===== config.mk =====
export PLATFORM = sky130hd
export DESIGN_NAME = iram_fetch_ctrl_flat
export DESIGN_NICKNAME = d
export VERILOG_FILES = /design/src/rtl/iram_fetch_ctrl_pkg.sv /design/src/rtl/iram_fetch_ctrl_if.sv /design/src/rtl/iram_fetch_ctrl_skid_queue.sv /design/src/rtl/iram_fetch_ctrl.sv /design/src/flat_wrapper.sv
export SDC_FILE = /design/constraint.sdc
export NUM_CORES = 1
export LEC_CHECK = 0
export BUFFER_PORTS_ARGS = -buffer_cell sky130_fd_sc_hd__buf_2
export CAP_MARGIN = 20
export CORE_ASPECT_RATIO = 0.8
export CORE_MARGIN = 8
export CORE_UTILIZATION = 45
export CTS_BUF_LIST = sky130_fd_sc_hd__clkbuf_16
export CTS_CLUSTER_SIZE = 20
export DETAILED_ROUTE_END_ITERATION = 12
export HOLD_SLACK_MARGIN = 0.12
export PLACE_DENSITY_LB_ADDON = 0.2
export SLEW_MARGIN = 20
export SYNTH_ARGS = -nofsm -noshare
export SYNTH_HDL_FRONTEND = slang
export SYNTH_SLANG_ARGS = --single-unit

===== constraint.sdc =====
create_clock -name Clk -period 5.67 [get_ports Clk]
set_clock_uncertainty 0.1 [all_clocks]
set_input_delay 0.567 -clock Clk [delete_from_list [all_inputs] [get_ports Clk]]
set_output_delay 0.567 -clock Clk [all_outputs]
set_load 0.005 [all_outputs]

===== src/rtl/iram_fetch_ctrl_pkg.sv =====
// Shared types and constants for the instruction-fetch sequencer.
package iram_fetch_ctrl_pkg;

   typedef enum logic [1:0] {
      FS_IDLE  = 2'd0,
      FS_RUN   = 2'd1,
      FS_DRAIN = 2'd2
   } fetch_state_t;

   localparam int FETCH_Q_DEPTH = 2;
   localparam int FETCH_CNT_W   = $clog2(FETCH_Q_DEPTH + 1);
   localparam int FETCH_PTR_W   = $clog2(FETCH_Q_DEPTH);

endpackage


===== src/rtl/iram_fetch_ctrl_if.sv =====
// Fetch control, instruction-RAM and decode-handshake signals of the fetch sequencer.
interface iram_fetch_ctrl_if #(
   parameter int N  = 32,
   parameter int AW = 9
);
   logic          Enable;
   logic          Redirect;
   logic [AW-1:0] RedirectPc;
   logic [AW-1:0] IramAddr;
   logic [N-1:0]  IramData;
   logic          InstrValid;
   logic          InstrReady;
   logic [N-1:0]  Instr;
   logic [AW-1:0] InstrPc;
   logic          Busy;

   modport master (
      input  Enable, Redirect, RedirectPc, IramData, InstrReady,
      output IramAddr, InstrValid, Instr, InstrPc, Busy
   );

   modport slave (
      output Enable, Redirect, RedirectPc, IramData, InstrReady,
      input  IramAddr, InstrValid, Instr, InstrPc, Busy
   );
endinterface


===== src/rtl/iram_fetch_ctrl_skid_queue.sv =====
// fetch_skid_queue: 2-entry FIFO of {word, pc} between the RAM return path and decode.
module fetch_skid_queue
   import iram_fetch_ctrl_pkg::*;
#(
   parameter int N  = 32,
   parameter int AW = 9
) (
   input  logic                   Clk,
   input  logic                   Rst,
   input  logic                   push,
   input  logic [N-1:0]           push_word,
   input  logic [AW-1:0]          push_pc,
   input  logic                   pop,
   input  logic                   flush,
   output logic [FETCH_CNT_W-1:0] count,
   output logic                   head_valid,
   output logic [N-1:0]           head_word,
   output logic [AW-1:0]          head_pc
);

   logic [N-1:0]           word_q [FETCH_Q_DEPTH];
   logic [AW-1:0]          pc_q   [FETCH_Q_DEPTH];
   logic [FETCH_PTR_W-1:0] wr_ptr;
   logic [FETCH_PTR_W-1:0] rd_ptr;

   always_ff @(posedge Clk or posedge Rst) begin
      if (Rst) begin
         wr_ptr <= '0;
         rd_ptr <= '0;
         count  <= '0;
         for (int i = 0; i < FETCH_Q_DEPTH; i++) begin
            word_q[i] <= '0;
            pc_q[i]   <= '0;
         end
      end else if (flush) begin
         wr_ptr <= '0;
         rd_ptr <= '0;
         count  <= '0;
      end else begin
         if (push) begin
            word_q[wr_ptr] <= push_word;
            pc_q[wr_ptr]   <= push_pc;
            wr_ptr         <= wr_ptr + 1'b1;
         end
         if (pop)
            rd_ptr <= rd_ptr + 1'b1;
         count <= count + FETCH_CNT_W'(push) - FETCH_CNT_W'(pop);
      end
   end

   assign head_valid = (count != '0);
   assign head_word  = word_q[rd_ptr];
   assign head_pc    = pc_q[rd_ptr];

endmodule


===== src/rtl/iram_fetch_ctrl.sv =====
// Instruction-fetch sequencer: owns the fetch pointer, issues RAM reads and queues returns for decode.
//   state    | meaning
//   FS_IDLE  | no fetching; waiting for Enable
//   FS_RUN   | issuing one read per cycle while the queue has room
//   FS_DRAIN | Enable dropped; the last outstanding return lands, then IDLE
module iram_fetch_ctrl
   import iram_fetch_ctrl_pkg::*;
#(
   parameter int N        = 32,
   parameter int K        = 512,
   parameter int RESET_PC = 0,
   localparam int AW      = $clog2(K)
) (
   input  logic              Clk,
   input  logic              Rst,
   iram_fetch_ctrl_if.master bus
);

   fetch_state_t           state;
   logic [AW-1:0]          fetch_pc;
   logic [AW-1:0]          fetch_pc_inc;
   logic [AW-1:0]          inflight_pc;
   logic                   inflight;
   logic                   issue;
   logic                   push;
   logic                   pop;
   logic                   q_valid;
   logic [FETCH_CNT_W-1:0] q_count;

   assign pop  = q_valid && bus.InstrReady;
   // A return landing in a redirect cycle belongs to the old stream.
   assign push = inflight && !bus.Redirect;

   // Room check counts the pending return, so a push can never find the queue full.
   assign issue = (state == FS_RUN) && !bus.Redirect &&
                  ((3'(q_count) + 3'(inflight)) <= (3'd1 + 3'(pop)));

   assign fetch_pc_inc = (fetch_pc == AW'(K - 1)) ? '0 : fetch_pc + 1'b1;

   always_ff @(posedge Clk or posedge Rst) begin
      if (Rst) begin
         state       <= FS_IDLE;
         fetch_pc    <= AW'(RESET_PC);
         inflight    <= 1'b0;
         inflight_pc <= '0;
      end else begin
         if (bus.Redirect) begin
            fetch_pc <= bus.RedirectPc;
            inflight <= 1'b0;
         end else if (issue) begin
            inflight    <= 1'b1;
            inflight_pc <= fetch_pc;
            fetch_pc    <= fetch_pc_inc;
         end else begin
            inflight <= 1'b0;
         end

         case (state)
            FS_IDLE:  if (bus.Enable) state <= FS_RUN;
            FS_RUN:   if (!bus.Enable) state <= FS_DRAIN;
            // Nothing issues in DRAIN, so any outstanding return is pushed at this edge.
            FS_DRAIN: state <= bus.Enable ? FS_RUN : FS_IDLE;
            default:  state <= FS_IDLE;
         endcase
      end
   end

   fetch_skid_queue #(
      .N  (N),
      .AW (AW)
   ) u_queue (
      .Clk        (Clk),
      .Rst        (Rst),
      .push       (push),
      .push_word  (bus.IramData),
      .push_pc    (inflight_pc),
      .pop        (pop),
      .flush      (bus.Redirect),
      .count      (q_count),
      .head_valid (q_valid),
      .head_word  (bus.Instr),
      .head_pc    (bus.InstrPc)
   );

   assign bus.IramAddr   = fetch_pc;
   assign bus.InstrValid = q_valid;
   assign bus.Busy       = (state != FS_IDLE) || inflight;

endmodule

===== src/flat_wrapper.sv =====
// flat-port wrapper written by rule: the top's interface ports become plain ports
module iram_fetch_ctrl_flat import iram_fetch_ctrl_pkg::*;
#(
   parameter int N        = 32,
   parameter int K        = 512,
   parameter int RESET_PC = 0,
   localparam int AW      = $clog2(K)
)
  (Clk, Rst, bus_Enable, bus_Redirect, bus_RedirectPc, bus_IramData, bus_InstrReady, bus_IramAddr, bus_InstrValid, bus_Instr, bus_InstrPc, bus_Busy);
  iram_fetch_ctrl_if #(.N(N)) bus_i ();
  input  logic Clk;
  input  logic Rst;
  input wire logic [$bits(bus_i.Enable)-1:0] bus_Enable;
  input wire logic [$bits(bus_i.Redirect)-1:0] bus_Redirect;
  input wire logic [$bits(bus_i.RedirectPc)-1:0] bus_RedirectPc;
  input wire logic [$bits(bus_i.IramData)-1:0] bus_IramData;
  input wire logic [$bits(bus_i.InstrReady)-1:0] bus_InstrReady;
  output wire logic [$bits(bus_i.IramAddr)-1:0] bus_IramAddr;
  output wire logic [$bits(bus_i.InstrValid)-1:0] bus_InstrValid;
  output wire logic [$bits(bus_i.Instr)-1:0] bus_Instr;
  output wire logic [$bits(bus_i.InstrPc)-1:0] bus_InstrPc;
  output wire logic [$bits(bus_i.Busy)-1:0] bus_Busy;
  assign bus_i.Enable = bus_Enable;
  assign bus_i.Redirect = bus_Redirect;
  assign bus_i.RedirectPc = bus_RedirectPc;
  assign bus_i.IramData = bus_IramData;
  assign bus_i.InstrReady = bus_InstrReady;
  assign bus_IramAddr = bus_i.IramAddr;
  assign bus_InstrValid = bus_i.InstrValid;
  assign bus_Instr = bus_i.Instr;
  assign bus_InstrPc = bus_i.InstrPc;
  assign bus_Busy = bus_i.Busy;
  iram_fetch_ctrl #(.N(N), .K(K), .RESET_PC(RESET_PC)) u_core (.Clk(Clk), .Rst(Rst), .bus(bus_i));
endmodule

# [Word level (Yosys, flattened, before mapping)]
# Cells that the tools add are included.
[op_classes] magnitude_cmp=4 n_reduce_logical=16 bitwise_logic=3 eq_ne=5 n_addsub=7 n_mux=26
[op_table] operator="32-bit two-way mux" n=4
[op_table] operator="64-bit bitwise mux" n=1
[op_table] operator="9-bit two-way mux" n=7
[op_table] operator="32-bit demux with 1-bit select" n=1
[op_table] operator="18-bit bitwise mux" n=1
[op_table] operator="2-bit nonzero test" n=5
[op_table] operator="9-bit by 1-bit adder with 9-bit output (second input constant)" n=1
[op_table] operator="9-bit demux with 1-bit select" n=1
[op_table] operator="9-bit == test (second input constant)" n=1
[op_table] operator="1-bit two-way mux" n=7
[op_table] operator="2-bit two-way mux" n=3
[op_table] operator="2-bit case mux with 3 select lines" n=1
[op_table] operator="2-bit AND reduction" n=3
[op_table] operator="1-bit logical AND" n=5
[op_table] operator="2-bit greater-or-equal comparator (second input constant)" n=2
[op_table] operator="2-bit != test (second input constant)" n=2
[op_table] operator="1-bit NOT with 2-bit output" n=2
[op_table] operator="2-bit by 1-bit adder with 3-bit output" n=1
[op_table] operator="3-bit less-or-equal comparator" n=1
[op_table] operator="1-bit adder (second input constant)" n=2
[op_table] operator="1-bit by 1-bit adder with 2-bit output (first input constant)" n=1
[op_table] operator="2-bit by 1-bit adder with 2-bit output" n=1
[op_table] operator="2-bit by 1-bit == test with 1-bit output (second input constant)" n=1
[op_table] operator="2-bit == test (second input constant)" n=1
[op_table] operator="other kinds (6)" n=6
[totals] in_bits=46 register_bits=107 wordCells=72 out_inout_bits=52

# [Logic depth before layout (Yosys ltp)]
[logic_depth] word_depth=7 mapped_depth=9 depth_no_buf=8

# [Cells and area by module]
# Synthesis repeated with hierarchy kept, for this count alone.
[hier_totals] hier_cells=340 area_unflattened_um2=4952.2
[modules_own_cells] module="fetch_skid_queue" n_inst=1 seq_area_each_um2=2152.1 cells_each=237 area_per_inst_um2=3793.6
[modules_own_cells] module="iram_fetch_ctrl" n_inst=1 seq_area_each_um2=525.5 cells_each=103 area_per_inst_um2=1158.6

# [Worst setup path after synthesis]
# No wires, ideal clock.
[synth_timing] path_kind="flip-flop to flip-flop" from="reg u_core.u_queue.count[1]" to="reg u_core.fetch_pc[3], in the netlist u_core.bus.IramAddr[3]" stages_incl_launch_ff=10 synth_period_minus_slack_ns=2.625 arrival_ns=2.425 slack_ns=3.045 setup_time_ns=0.101 t_required_ns=5.469 n_path_buf=1 cell_sequence="dfrtp_1 or2_2 nand2_1 inv_1 fa_1 nor4b_2 a2bb2oi_1 or3_1 buf_2 o311ai_2"
[synth_via] elab_chain_len=6 word_cells_on_any_way=7 cone_classes="2 x add/sub; 1 x order compare; 4 x reduce/logical"
[synth_rtl] item="start, declared" line_no="iram_fetch_ctrl_skid_queue.sv:15" text="output logic [FETCH_CNT_W-1:0] count,"
[synth_rtl] item="start signal, assigned" line_no="iram_fetch_ctrl_skid_queue.sv:47" text="count <= count + FETCH_CNT_W'(push) - FETCH_CNT_W'(pop);"
[synth_rtl] item="2-bit nonzero test" line_no="iram_fetch_ctrl_skid_queue.sv:51" text="assign head_valid = (count != '0);"
[synth_rtl] item="net bus_InstrValid" line_no="flat_wrapper.sv:19" text="output wire logic [$bits(bus_i.InstrValid)-1:0] bus_InstrValid;"
[synth_rtl] item="1-bit logical AND" line_no="iram_fetch_ctrl.sv:30" text="assign pop = q_valid && bus.InstrReady;"
[synth_rtl] item="1-bit by 1-bit adder with 2-bit output" line_no="iram_fetch_ctrl.sv:36" text="((3'(q_count) + 3'(inflight)) <= (3'd1 + 3'(pop)));"
[synth_rtl] item="3-bit less-or-equal comparator" line_no="iram_fetch_ctrl.sv:36"
[synth_rtl] item="1-bit logical AND" line_no="iram_fetch_ctrl.sv:35" text="assign issue = (state == FS_RUN) && !bus.Redirect &&"
[synth_rtl] item="2-bit nonzero test (no source line)"
[synth_rtl] item="end signal, assigned" line_no="iram_fetch_ctrl.sv:43" text="fetch_pc <= AW'(RESET_PC);"
[synth_rtl] item="end signal, assigned" line_no="iram_fetch_ctrl.sv:48" text="fetch_pc <= bus.RedirectPc;"
[synth_rtl] item="end signal, assigned" line_no="iram_fetch_ctrl.sv:53" text="fetch_pc <= fetch_pc_inc;"
[synth_rtl] item="end, declared" line_no="iram_fetch_ctrl.sv:20" text="logic [AW-1:0] fetch_pc;"
# The timed path passes the listed nets, and every way through them passes these cells.
# A chain may end at the register's enable or synchronous reset.

# [Final worst setup path]
[layout_timing] from="reg u_core.u_queue.count[1]" to="reg u_core.fetch_pc[6], in the netlist u_core.bus.IramAddr[6]"
[layout_via] elab_chain_len=6 word_cells_on_any_way=7 cone_classes="2 x add/sub; 1 x order compare; 4 x reduce/logical"
[layout_rtl] item="2-bit nonzero test" line_no="iram_fetch_ctrl_skid_queue.sv:51"
[layout_rtl] item="1-bit logical AND" line_no="iram_fetch_ctrl.sv:30"
[layout_rtl] item="1-bit by 1-bit adder with 2-bit output" line_no="iram_fetch_ctrl.sv:36"
[layout_rtl] item="3-bit less-or-equal comparator (*)" line_no="iram_fetch_ctrl.sv:36"
[layout_rtl] item="1-bit logical AND (*)" line_no="iram_fetch_ctrl.sv:35"
[layout_rtl] item="2-bit nonzero test (no source line) (*)"
# Mark *: on every way between the ends. The rest lies on a longest branch, timed or not.

==> reports/results.md <==
| Item | Value |
| --- | --- |
| Drt via density | 5.10 |
| Crit-path max FO | 12 |
| TritonCTS Sinks | 107 |
| GR Overflow Total | 0 |
| Number of gates given a new drive strength after cts | 0 |
| Proportion of netlist area held by the largest area contributor | 55.3% |
| List of most frequent post-synthesis cells | 129 x sky130_fd_sc_hd__mux2_2, 107 x sky130_fd_sc_hd__dfrtp_1, 13 x sky130_fd_sc_hd__nand2_1 |
| Core area | 10700 µm² |
| Starting utilization of the core area | 45.3% |
| Share of the clock period used by the worst path after layout | 53.2% |
| Count of state elements after synthesis | 107 |
| Synthesized area divided by synthesized cell count | 14.2 µm² |
| Aggregate routed wire length | 9.90 mm |
| Die boundary height | 109 µm |
| Number of global-route vias before repair | 3244 |
| HPWL Detailed | 6.65 mm |
| Share of layout cells above drive strength 1 | 58.1% |
| Cell area after synthesis | 4840 µm² |
| Yosys warning count | 0 |
| Number of violations reported at the end of detailed-routing iteration 0 | 93 |
| Clock root cell | sky130_fd_sc_hd__clkbuf_16 |
| Critical setup path kind | reg2reg |
| Final-report setup violation count | 0 |
| CTS tree | built |
| Fin crit period | 3010 ps |
| Power Dens Cells | 501 nW/µm² |
| Worst-case clock buffer depth | 2 |
| Gpl congestion | 0.781 |
| Actual transition at the worst max-transition pin | 1060 ps |
| Remaining design rule violation count | 0 |
| Clock insertion delay at the later pin of the skew report | 330 ps |
| Max-slew violations | 0 |
| Number of antenna violations at the first check in global routing | 0 |
| Area Growth Syn to Fin | 18.3% |
| Worst hold path type | in2async |
| Hold bufs inserted after CTS | 0 |
| DIE WIDTH | 132 µm |
| Number of nets with antenna violations after detailed routing | 0 |
| Post-synthesis net count | 394 |
| Maximum number of pins on one net before global-route repair | 67 |
| Top Ports | 98 |
| Leakage power total | 2.72 nW |
| Post-CTS Setup Bufs | 0 |
| Count of flip-flops with a built-in enable after synthesis | 0 |
| CP startpoint | u_core.u_queue.count[1] |
| Synth cell types | 32 |
| N_diodes | 0 |
| Input/output buffers | 97 |
| Sort of element at the start of the critical path | flop |
| Proportion of synthesized chip area in sequential cells | 55.3% |
| Highest ir drop seen on vdd | 248 µV |
| Area enclosed by the die boundary | 14300 µm² |
| Asr flop ratio synth | 100% |
| Nature of the critical path endpoint | flop |
| Routed len/inst | 17.0 µm |
| Clock slew seen by the registers of the worst setup and hold paths | 60 ps |
| Unrepaired setup endpoints after global routing | false |
| Synth area leaders | sky130_fd_sc_hd__dfrtp_1 55%, sky130_fd_sc_hd__mux2_2 30%, sky130_fd_sc_hd__o311ai_2 2.0% |
| Final TNS setup | 0 ps |
| Most common cell in the netlist | sky130_fd_sc_hd__mux2_2 |
| WP data arrival | 3150 ps |
| Fmax | 332 MHz |
| Primary FF master, synth | sky130_fd_sc_hd__dfrtp_1 |
| CTS buffer count | 9 |
| Via total after detailed routing | 2976 |
| Total number of nets in the final design | 488 |
| Count of mapped cells out of synthesis | 340 |
| RR Startpoint | u_core.u_queue.count[1] |
| Max-capacitance violation count | 0 |
| Result of the run | complete, no violations |
| GRT Resource Usage Total | 14.1% |
| Required time worst endpoint | 5810 ps |
| Overall power of the completed layout | 0.00287 W |
| Number of hold violations in the final report | 0 |
| Area leader, netlist | sky130_fd_sc_hd__dfrtp_1 |
| First-pass GRT wire length | 16.4 mm |
| Cell Rows | 34 |
| # H-tree levels | 3 |
| First-pass DRT Iterations | 4 |
| Max_slew headroom | 29.5% |
through the flow:
step	utilization (%)	setup slack [ps]	area (µm²)	cells	hold WS (ps)
2_1_floorplan	-	2190	4840	340	354
3_3_place_gp	51.2	2790	5470	567	364
3_5_place_dp	51.2	2660	5470	567	375
4_1_cts	53.6	2650	5720	583	174
5_1_grt	53.6	2470	5720	583	196
6_report	53.6	2660	5720	583	171
critical path, cell delays in order (launching register included):
cell and delay (ps):
sky130_fd_sc_hd__dfrtp_1 410, sky130_fd_sc_hd__or2_2 310, sky130_fd_sc_hd__nand2_1 130, sky130_fd_sc_hd__inv_1 90
sky130_fd_sc_hd__fa_1 520, sky130_fd_sc_hd__nor4b_2 260, sky130_fd_sc_hd__a2bb2oi_1 100, sky130_fd_sc_hd__buf_4 180
sky130_fd_sc_hd__or3_1 490, sky130_fd_sc_hd__o311ai_2 310
power by group:
part	switching, W	internal, W	leakage [nW]
combinational	0.000395	0.000637	1.24
sequential	0.000217	0.00108	1.34
clock	0.000247	0.000288	0.138
total	0.000859	0.00201	2.72
state kept, by name, indices dropped and copies added (netlist names):
name / count
u_core.u_queue.count: 2
u_core.u_queue.wr_ptr: 1
u_core.u_queue.rd_ptr: 1
u_core.state: 2
u_core.inflight_pc: 9
u_core.u_queue.pc_q: 18
u_core.inflight: 1
u_core.u_queue.word_q: 64
u_core.bus.IramAddr: 9
logic make-up after synthesis:
family,count (synthesis),synth area share (%)
and+or+nand+nor,42,4.45
AOI/OAI and AO/OA,20,4.03
xor gates and xnor gates,4,0.724
muxes,133,30.9
DFF,107,55.3
adders and majority gates,8,2.22
buffers and inverters,26,2.33
cell usage in the layout (no fill, tap or decap), types with 2 or more instances in the layout:
| cell type | Yosys | routed |
|---|---|---|
| sky130_fd_sc_hd__or3_1 | 2 | 2 |
| sky130_fd_sc_hd__o211ai_1 | 7 | 7 |
| sky130_fd_sc_hd__clkinv_1 | 0 | 2 |
| sky130_fd_sc_hd__mux2_2 | 129 | 129 |
| sky130_fd_sc_hd__and3_1 | 2 | 2 |
| sky130_fd_sc_hd__o311ai_2 | 6 | 6 |
| sky130_fd_sc_hd__ha_1 | 7 | 7 |
| sky130_fd_sc_hd__nand3_1 | 6 | 5 |
| sky130_fd_sc_hd__clkinv_2 | 0 | 2 |
| sky130_fd_sc_hd__buf_4 | 0 | 4 |
| sky130_fd_sc_hd__xnor2_1 | 2 | 2 |
| sky130_fd_sc_hd__nor2_1 | 9 | 8 |
| sky130_fd_sc_hd__nand2_1 | 13 | 13 |
| sky130_fd_sc_hd__xor2_1 | 2 | 2 |
| sky130_fd_sc_hd__dfrtp_1 | 107 | 106 |
| sky130_fd_sc_hd__clkbuf_16 | 0 | 9 |
| sky130_fd_sc_hd__or2_2 | 2 | 2 |
| sky130_fd_sc_hd__inv_1 | 8 | 10 |
| sky130_fd_sc_hd__a31oi_1 | 3 | 3 |
| sky130_fd_sc_hd__mux2_1 | 3 | 3 |
| sky130_fd_sc_hd__buf_2 | 12 | 97 |
path summary, 6_finish.rpt:
check                                             to  slack, ps  cells past startpoint
min                        u_core.u_queue.word_q[49]        170                      2
min reg2reg                   u_core.u_queue.pc_q[9]        390                      1
max reg2reg                   u_core.bus.IramAddr[6]       2660                      9
max in group asynchronous  u_core.u_queue.word_q[33]       4090                      3
max                           u_core.bus.IramAddr[6]       2660                      9
min in group Clk                     u_core.state[1]        300                      2
per-layer routing:
metal	GRT usage, %	vias up	part of all wire, %
met5	0	-	0
met3	5.11	6	6.0
li1	-	1405	-
met2	22.7	64	48
met1	18.0	1501	45
met4	3.43	0	0.63
area by class of cell:
| class | count | area [µm²] |
|---|---|---|
| fill | 916 | 4950 |
| sequential | 107 | 2680 |
| multi-input combinational | 207 | 2060 |
| timing repair buffer | 101 | 515 |
| clock buffer | 9 | 225 |
| tap | 144 | 180 |
| inverter | 8 | 32.5 |
| clock inverter | 7 | 28.8 |
(Power assumes the default switching activity.)
